## src/rtl/reg_arb_pkg.sv

```systemverilog
// Shared types for reg_write_arbiter: FSM state encoding and index-width helper.
package reg_arb_pkg;

  typedef enum logic [1:0] {
    ST_IDLE  = 2'd0,
    ST_WRITE = 2'd1,
    ST_ACK   = 2'd2
  } arb_state_e;

  function automatic int idw(input int n);
    return (n > 1) ? $clog2(n) : 1;
  endfunction

endpackage

```

## src/rtl/reg_write_arbiter_rr_pick.sv

```systemverilog
// Combinational round-robin picker: first set req at or after ptr, wrapping.
module rr_pick
  import reg_arb_pkg::*;
#(
  parameter int N_REQ = 4
) (
  input  logic [N_REQ-1:0]      req,
  input  logic [idw(N_REQ)-1:0] ptr,
  output logic [N_REQ-1:0]      gnt,
  output logic [idw(N_REQ)-1:0] idx,
  output logic                  any
);

  localparam int IDW = idw(N_REQ);

  int            j;
  logic [IDW-1:0] jj;

  // Scan from the farthest candidate back to ptr so the nearest hit wins.
  always_comb begin
    gnt = '0;
    idx = '0;
    j   = 0;
    jj  = '0;
    for (int k = N_REQ - 1; k >= 0; k--) begin
      j  = (int'(ptr) + k) % N_REQ;
      jj = IDW'(j);
      if (req[jj]) begin
        gnt     = '0;
        gnt[jj] = 1'b1;
        idx     = jj;
      end
    end
  end

  assign any = |req;

endmodule

```

## src/rtl/reg_write_arbiter.sv

```systemverilog
// Round-robin write arbiter owning a shared DW-bit register (IDLE -> WRITE -> ACK).
// Optional back-to-back locked writes are enabled by defining REG_ARB_LOCK_EN.
module reg_write_arbiter
  import reg_arb_pkg::*;
#(
  parameter int             N_REQ    = 4,
  parameter int             DW       = 8,
  parameter logic [DW-1:0]  RST_VAL  = '0,
  parameter int             MAX_LOCK = 4
) (
  input  logic                  clk,
  input  logic                  rstn,
  input  logic [N_REQ-1:0]      req,
  input  logic [N_REQ*DW-1:0]   wdata,
`ifdef REG_ARB_LOCK_EN
  input  logic [N_REQ-1:0]      lock,
`endif
  output logic [N_REQ-1:0]      gnt,
  output logic [N_REQ-1:0]      ack,
  output logic                  reg_en,
  output logic [DW-1:0]         reg_data,
  output logic [DW-1:0]         q,
  output logic                  busy,
  output logic [idw(N_REQ)-1:0] last_id
);

  localparam int IDW = idw(N_REQ);

  arb_state_e     state_q, state_d;
  logic [IDW-1:0] w_q, w_d;
  logic [IDW-1:0] ptr_q, ptr_d;
  logic [IDW-1:0] last_q, last_d;
  logic [DW-1:0]  data_q, data_d;
  logic [DW-1:0]  q_q, q_d;

  logic [DW-1:0]    wd [N_REQ];
  logic [N_REQ-1:0] pick_gnt;
  logic [IDW-1:0]   pick_idx;
  logic             pick_any;
  logic [DW-1:0]    pick_data;
  logic [N_REQ-1:0] w_oh;
  logic [IDW-1:0]   ptr_nxt;

  for (genvar i = 0; i < N_REQ; i++) begin : g_unpack
    assign wd[i] = wdata[i*DW +: DW];
  end

  rr_pick #(.N_REQ(N_REQ)) u_pick (
    .req (req),
    .ptr (ptr_q),
    .gnt (pick_gnt),
    .idx (pick_idx),
    .any (pick_any)
  );

  always_comb begin
    pick_data = '0;
    for (int i = 0; i < N_REQ; i++) begin
      if (pick_gnt[i]) pick_data = wd[i];
    end
    w_oh      = '0;
    w_oh[w_q] = 1'b1;
    ptr_nxt   = (w_q == IDW'(N_REQ - 1)) ? '0 : w_q + 1'b1;
  end

`ifdef REG_ARB_LOCK_EN
  localparam int LCW = idw(MAX_LOCK);
  logic [LCW-1:0] lcnt_q, lcnt_d;
`endif

  always_comb begin
    state_d = state_q;
    w_d     = w_q;
    ptr_d   = ptr_q;
    last_d  = last_q;
    data_d  = data_q;
    q_d     = q_q;
`ifdef REG_ARB_LOCK_EN
    lcnt_d  = lcnt_q;
`endif
    gnt     = '0;
    ack     = '0;
    reg_en  = 1'b0;
    case (state_q)
      ST_IDLE: begin
        if (pick_any) begin
          w_d     = pick_idx;
          data_d  = pick_data;
          state_d = ST_WRITE;
        end
      end
      ST_WRITE: begin
        gnt     = w_oh;
        reg_en  = 1'b1;
        q_d     = data_q;
        last_d  = w_q;
        state_d = ST_ACK;
      end
      ST_ACK: begin
        ack = w_oh;
`ifdef REG_ARB_LOCK_EN
        // A locked winner keeps the slot, bounded so others are not starved.
        if (lock[w_q] && req[w_q] && (lcnt_q < LCW'(MAX_LOCK - 1))) begin
          data_d  = wd[w_q];
          lcnt_d  = lcnt_q + 1'b1;
          state_d = ST_WRITE;
        end else begin
          ptr_d   = ptr_nxt;
          lcnt_d  = '0;
          state_d = ST_IDLE;
        end
`else
        ptr_d   = ptr_nxt;
        state_d = ST_IDLE;
`endif
      end
      default: state_d = ST_IDLE;
    endcase
  end

  always_ff @(posedge clk) begin
    if (!rstn) begin
      state_q <= ST_IDLE;
      w_q     <= '0;
      ptr_q   <= '0;
      last_q  <= '0;
      data_q  <= '0;
      q_q     <= RST_VAL;
`ifdef REG_ARB_LOCK_EN
      lcnt_q  <= '0;
`endif
    end else begin
      state_q <= state_d;
      w_q     <= w_d;
      ptr_q   <= ptr_d;
      last_q  <= last_d;
      data_q  <= data_d;
      q_q     <= q_d;
`ifdef REG_ARB_LOCK_EN
      lcnt_q  <= lcnt_d;
`endif
    end
  end

  assign reg_data = data_q;
  assign q        = q_q;
  assign busy     = (state_q != ST_IDLE);
  assign last_id  = last_q;

endmodule
```

## config.mk

```make
export PLATFORM = sky130hd
export DESIGN_NAME = reg_write_arbiter
export DESIGN_NICKNAME = d
export VERILOG_FILES = /design/src/rtl/reg_arb_pkg.sv /design/src/rtl/reg_write_arbiter_rr_pick.sv /design/src/rtl/reg_write_arbiter.sv
export SDC_FILE = /design/constraint.sdc
export NUM_CORES = 1
export LEC_CHECK = 0
export ABC_AREA = 1
export CELL_PAD_IN_SITES_DETAIL_PLACEMENT = 0
export CELL_PAD_IN_SITES_GLOBAL_PLACEMENT = 1
export CORE_UTILIZATION = 33
export CTS_CLUSTER_SIZE = 25
export DETAILED_ROUTE_END_ITERATION = 12
export PLACE_DENSITY = 0.93
export SYNTH_ARGS = -nofsm -noshare
export SYNTH_HDL_FRONTEND = slang
export SYNTH_SLANG_ARGS = --single-unit
```

## constraint.sdc

```tcl
create_clock -name clk -period 4.28 [get_ports clk]
set_clock_uncertainty 0.15 [all_clocks]
set_input_delay 0.856 -clock clk [delete_from_list [all_inputs] [get_ports clk]]
set_output_delay 0.856 -clock clk [all_outputs]
set_load 0.005 [all_outputs]
```

# After elaboration in Yosys (flattened, before gate mapping)

Index checks and enable logic that the tools add are counted.

Logic and storage cells: 69
Input bits: 38
Output and inout port bits: 28
Register bits: 24

Equality and inequality tests: 4
$lt $le $gt $ge: 10
Add/subtract/negate cells: 4
Reduce and logical (&&, ||, !) cells: 9
Muxes and demuxes: 36

Operators with widths:

| cell                                                              | count |
|---|---|
| 2-to-1 mux 8 bit                                                  | 4 |
| 2-to-1 mux 4 bit                                                  | 6 |
| less-than comparator 2 x 3 -> 1 bit, second input constant        | 5 |
| 2-to-1 mux 2 bit                                                  | 6 |
| demux 1 bit (select 2 bit)                                        | 5 |
| greater-or-equal comparator 2 x 1 -> 1 bit, second input constant | 5 |
| 2-to-1 mux 1 bit                                                  | 10 |
| binary-select mux 1 bit (select 2 bit)                            | 4 |
| logical AND 1 bit                                                 | 5 |
| adder 2 x 1 -> 2 bit, second input constant                       | 2 |
| adder 2 bit, second input constant                                | 2 |
| equality test 2 bit, second input constant                        | 2 |
| one-hot mux 2 bit (2 select lines)                                | 1 |
| OR reduction 4 bit                                                | 1 |
| equality test 2 x 1 -> 1 bit, second input constant               | 1 |
| logical NOT 2 bit                                                 | 1 |
| != test 2 bit, second input constant                              | 1 |
| AND reduction 2 bit                                               | 1 |
| nonzero test 2 bit                                                | 1 |

# Depth between registers and ports, before layout

Depth after elaboration: 13
Depth in mapped cells: 15
Depth with buffers taken out: 15

# By module

Synthesis repeated with hierarchy kept, for this count alone.

Cells, all modules: 272
Area total of the unflattened synthesis: 1706.6 µm²

Modules (own cells, without submodules):

| module            | cells an instance | seq. area each (µm²) | instances | area an instance (µm²) |
|---|---|---|---|---|
| reg_write_arbiter | 192               | 480.5                | 1         | 1263.7 |
| rr_pick           | 80                | 0.0                  | 1         | 442.9 |

# Worst setup path after synthesis

No wires, ideal clock.

Path kind: input port to flip-flop
From: input req[2]
To: register data_q[4] (netlist: reg_data[4])
Path buffers: 0
Slack: 2.086 ns
Required time: 4.008 ns
Stages on the path: 12
Setup time: 0.122 ns
Arrival time: 1.923 ns
Path through: inv_1 > nand2_1 > nand3_2 > nand2_4 > a21oi_1 > nand3_2 > nand2_4 > nand2_1 > inv_1 > nand2_1 > nand2_1 > a21oi_2

Longest elaborated chain between the ends: 10
Elaborated cells between the ends (all ways): 18
Those cells by class: 16 x mux; 2 x reduce/logical

RTL lines:

| what                                   | RTL line                        | RTL |
|---|---|---|
| from (decl)                            | reg_write_arbiter.sv:13         | `input logic [N_REQ-1:0] req,` |
| binary-select mux 1 bit (select 2 bit) | reg_write_arbiter_rr_pick.sv:28 | `if (req[jj]) begin` |
| 2-to-1 mux 1 bit (not written as such) | reg_write_arbiter_rr_pick.sv:28 |  |
| 2-to-1 mux 4 bit (4 in a row)          | reg_write_arbiter_rr_pick.sv:28 |  |
| 2-to-1 mux 8 bit (4 in a row)          | reg_write_arbiter.sv:59         | `if (pick_gnt[i]) pick_data = wd[i];` |
| to (signal assigned)                   | reg_write_arbiter.sv:137        | `data_q <= data_d;` |
| to (decl)                              | reg_write_arbiter.sv:33         | `logic [DW-1:0] data_q, data_d;` |

Several ways; a longest one is shown, not always the timed one. The select of a mux whose other input is x is not followed.
A chain may end at the register's enable or synchronous reset.

# Final worst setup path

From: register state_q[0]
To: output gnt[0]

Longest elaborated chain between the ends: 2

RTL lines:

| what                         | RTL line                 | RTL |
|---|---|---|
| from (decl)                  | reg_write_arbiter.sv:29  | `arb_state_e state_q, state_d;` |
| from (signal assigned)       | reg_write_arbiter.sv:133 | `state_q <= state_d;` |
| equality test 2 x 1 -> 1 bit | reg_write_arbiter.sv:84  | `case (state_q)` |
| 2-to-1 mux 4 bit             | reg_write_arbiter.sv:84  |  |
| to (decl)                    | reg_write_arbiter.sv:18  | `output logic [N_REQ-1:0] gnt,` |

Every way passes these cells.

==> impl_metrics.tcl <==
set metrics [dict create \
    dieArea_um2 5980 \
    synth.top_cell.area_share 0.257 \
    fp.dieW_um 77.3 \
    area_delta_synth_final_pct 40.1 \
    slew_viol_final 0 \
    reg2reg_from "ptr_q[0]$_SDFFE_PN0P_" \
    dr.pass1.iters 4 \
    grt_pass1_wl_um 7820 \
    grt_use_total 0.158 \
    die_h_um 77.3 \
    cp-startpoint "state_q[0]$_SDFFE_PN0P_" \
    multi_input_area_um2 1170 \
    grt_start_max_net_pins 23 \
    hold_path.class "reg2reg" \
    nets 396 \
    fmax_mhz 364 \
    core_um2 5470 \
    gp_congestion 0.962 \
    setup_tns_ps 0 \
    end_kind "output port" \
    grt_pass1_vias 1722 \
    status "finished clean" \
    finalPower_uw 785 \
    numCtsBuffers 3 \
    cpLargestDelayFamily "buffers and inverters" \
    timing.hold.ws_ps 370 \
    cp_data_arrival_time_ps 1740 \
    post-dp-hpwl_um 3610 \
    hold_viol_final 0 \
    syn_area_per_cell_um2 6.60 \
    synth.area.top_cells "dfxtp_1, nand2_1, nand3_1, inv_1, ha_1" \
    fin_crit_sh 0.642 \
    cts.sink_count 24 \
    insertion_delay_ps 260 \
    antenna_found_initial 0 \
    htree_levels 1 \
    ys_warn_count 0 \
    routed_wl_um 4520 \
    antennaDiodeCount 0 \
    cts-root-buf "clkbuf_8" \
    worstPathCellList "inv_1, nor2_1, buf_4, inv_1, nor2_1, clkdlybuf4s50_1" \
    final_common_cell "clkdlybuf4s50_1" \
    crit_required_ps 3270 \
    path_max_fanout 14 \
    wl_per_cell_um 10.8 \
    post-route-min-period_ps 2750 \
    worstRegToRegCells 14 \
    post_cts_buffers 0 \
    portBuffers 65 \
    initial_utilization 0.342 \
    final_layout_size_suffix_gt1_frac 0.125 \
    placed_cell_area_um2 2580 \
    postRouteAntennaNets 0 \
    ys_seq_area_frac 0.257 \
    syn_area_um2 1870 \
    ys_seq_elements 24 \
    start_kind "flip-flop" \
    cts_tree "yes" \
    peakVddDrop_uv 141 \
    p_leak_uw 0.00122 \
    crit_slowest_cell "clkdlybuf4s50_1" \
    worst_pin_slew_ps 1030 \
    crit_buf_inv 4 \
    rrSetupSlack_ps 1730 \
    synth_cell_types 25 \
    rsz0062_at_grt "false" \
    drt-initial-drc-count 92 \
    worstHoldPathCells 2 \
    seq_area_um2 480 \
    vias 1886 \
    fill_cells 571 \
    synth_largest_area_cell "dfxtp_1" \
    cts_hold_buffers 0 \
    viasPerCell 4.52 \
    cpPeakStageDelay_ps 510 \
    setup_viol 0 \
    final_cell_mix "clkdlybuf4s50_1, nand2_1, inv_1" \
    cts_resized 0 \
    ios 66 \
    drc 0 \
    final_cell_area_um2 2620 \
    overflow 0 \
    clock_path_buffers 2 \
    reg2reg_to "reg_data[0]$_SDFFE_PN0P_" \
    cap_violations 0 \
    relSlewSlack 0.308 \
    power_density_nw_per_um2 299 \
    crit_type "reg2out" \
    min_to "q[5]$_SDFFE_PN0P_" \
    fp-row-count 27 \
    clk_pin_slew_ps 70 \
    synth_cells 284 \
    min_from "reg_data[5]$_SDFFE_PN0P_" \
    syn_nets 333 \
]
[per-layer routing]
metal  global-route usage  vias up  routed length, um
met5                    0        -                  0
met1                0.218      808               2300
met3               0.0141        4                154
met4               0.0434        0                 37
met2                0.260       48               2020
li1                     -     1026                  -
[synthesized netlist by cell type, drive strengths merged]
library cell	count
a31oi	1
o211ai	3
nor4	1
nor2	31
nor3	1
nand2	64
clkbuf	6
buf	2
dfxtp	24
nand3	41
a21oi	18
a211oi	1
o21ai	21
or2	2
inv	49
ha	11
nand3b	8
[logic make-up after synthesis]
group	synth area share
DFF	0.257
AOI/OAI and AO/OA	0.140
and+or+nand+nor	0.411
adders and majority gates	0.0735
buffers and inverters	0.119
[how the worst max path moves through the flow]
stage | end | slack [ps] | cells past startpoint
6_report | gnt[0] | 1530 | 6
5_1_grt | reg_data[3]$_SDFFE_PN0P_ | 1340 | 13
4_1_cts | gnt[0] | 1510 | 6
3_5_place_dp | reg_data[7]$_SDFFE_PN0P_ | 1320 | 12
3_3_place_gp | reg_data[7]$_SDFFE_PN0P_ | 1350 | 12
2_1_floorplan | reg_data[4]$_SDFFE_PN0P_ | 2090 | 12
[metrics by stage]
step | setup slack (ps) | std cells | util
floorplan | 2090 | 284 | -
global placement | 1350 | 414 | 0.472
detailed placement | 1320 | 414 | 0.472
CTS | 1510 | 417 | 0.479
global route | 1340 | 417 | 0.479
finish | 1530 | 417 | 0.479
[worst reg2reg max path: cells and delay by family (launching register included)]
family,cells,cell delay (ps)
compound gates,1,50
flops,1,540
simple gates,8,940
fa+ha+maj,1,380
buf+inv,4,390
[registers in the layout, indices dropped and copies added, names as in the netlist]
register	flops
reg_data	8
w_q	2
ptr_q	2
state_q	2
q	8
last_id	2
[layout make-up]
class / instances / share of cell area
Clock buffer: 3 / 0.0157
Inverter: 49 / 0.0701
Multi-Input combinational cell: 203 / 0.446
Sequential cell: 24 / 0.183
Tap cell: 72 / 0.0343
Timing Repair Buffer: 66 / 0.251
[power breakdown]
| part | leakage (uW) | switching (uW) | internal [uW] | total [uW] |
|---|---|---|---|---|
| Combinational | 0.000998 | 212 | 170 | 382 |
| Sequential | 0.000198 | 24.0 | 253 | 277 |
| Clock | 0.0000216 | 63.7 | 62.7 | 126 |
| Total | 0.00122 | 299 | 486 | 785 |
No activity file was read; power rests on OpenSTA's default activity.
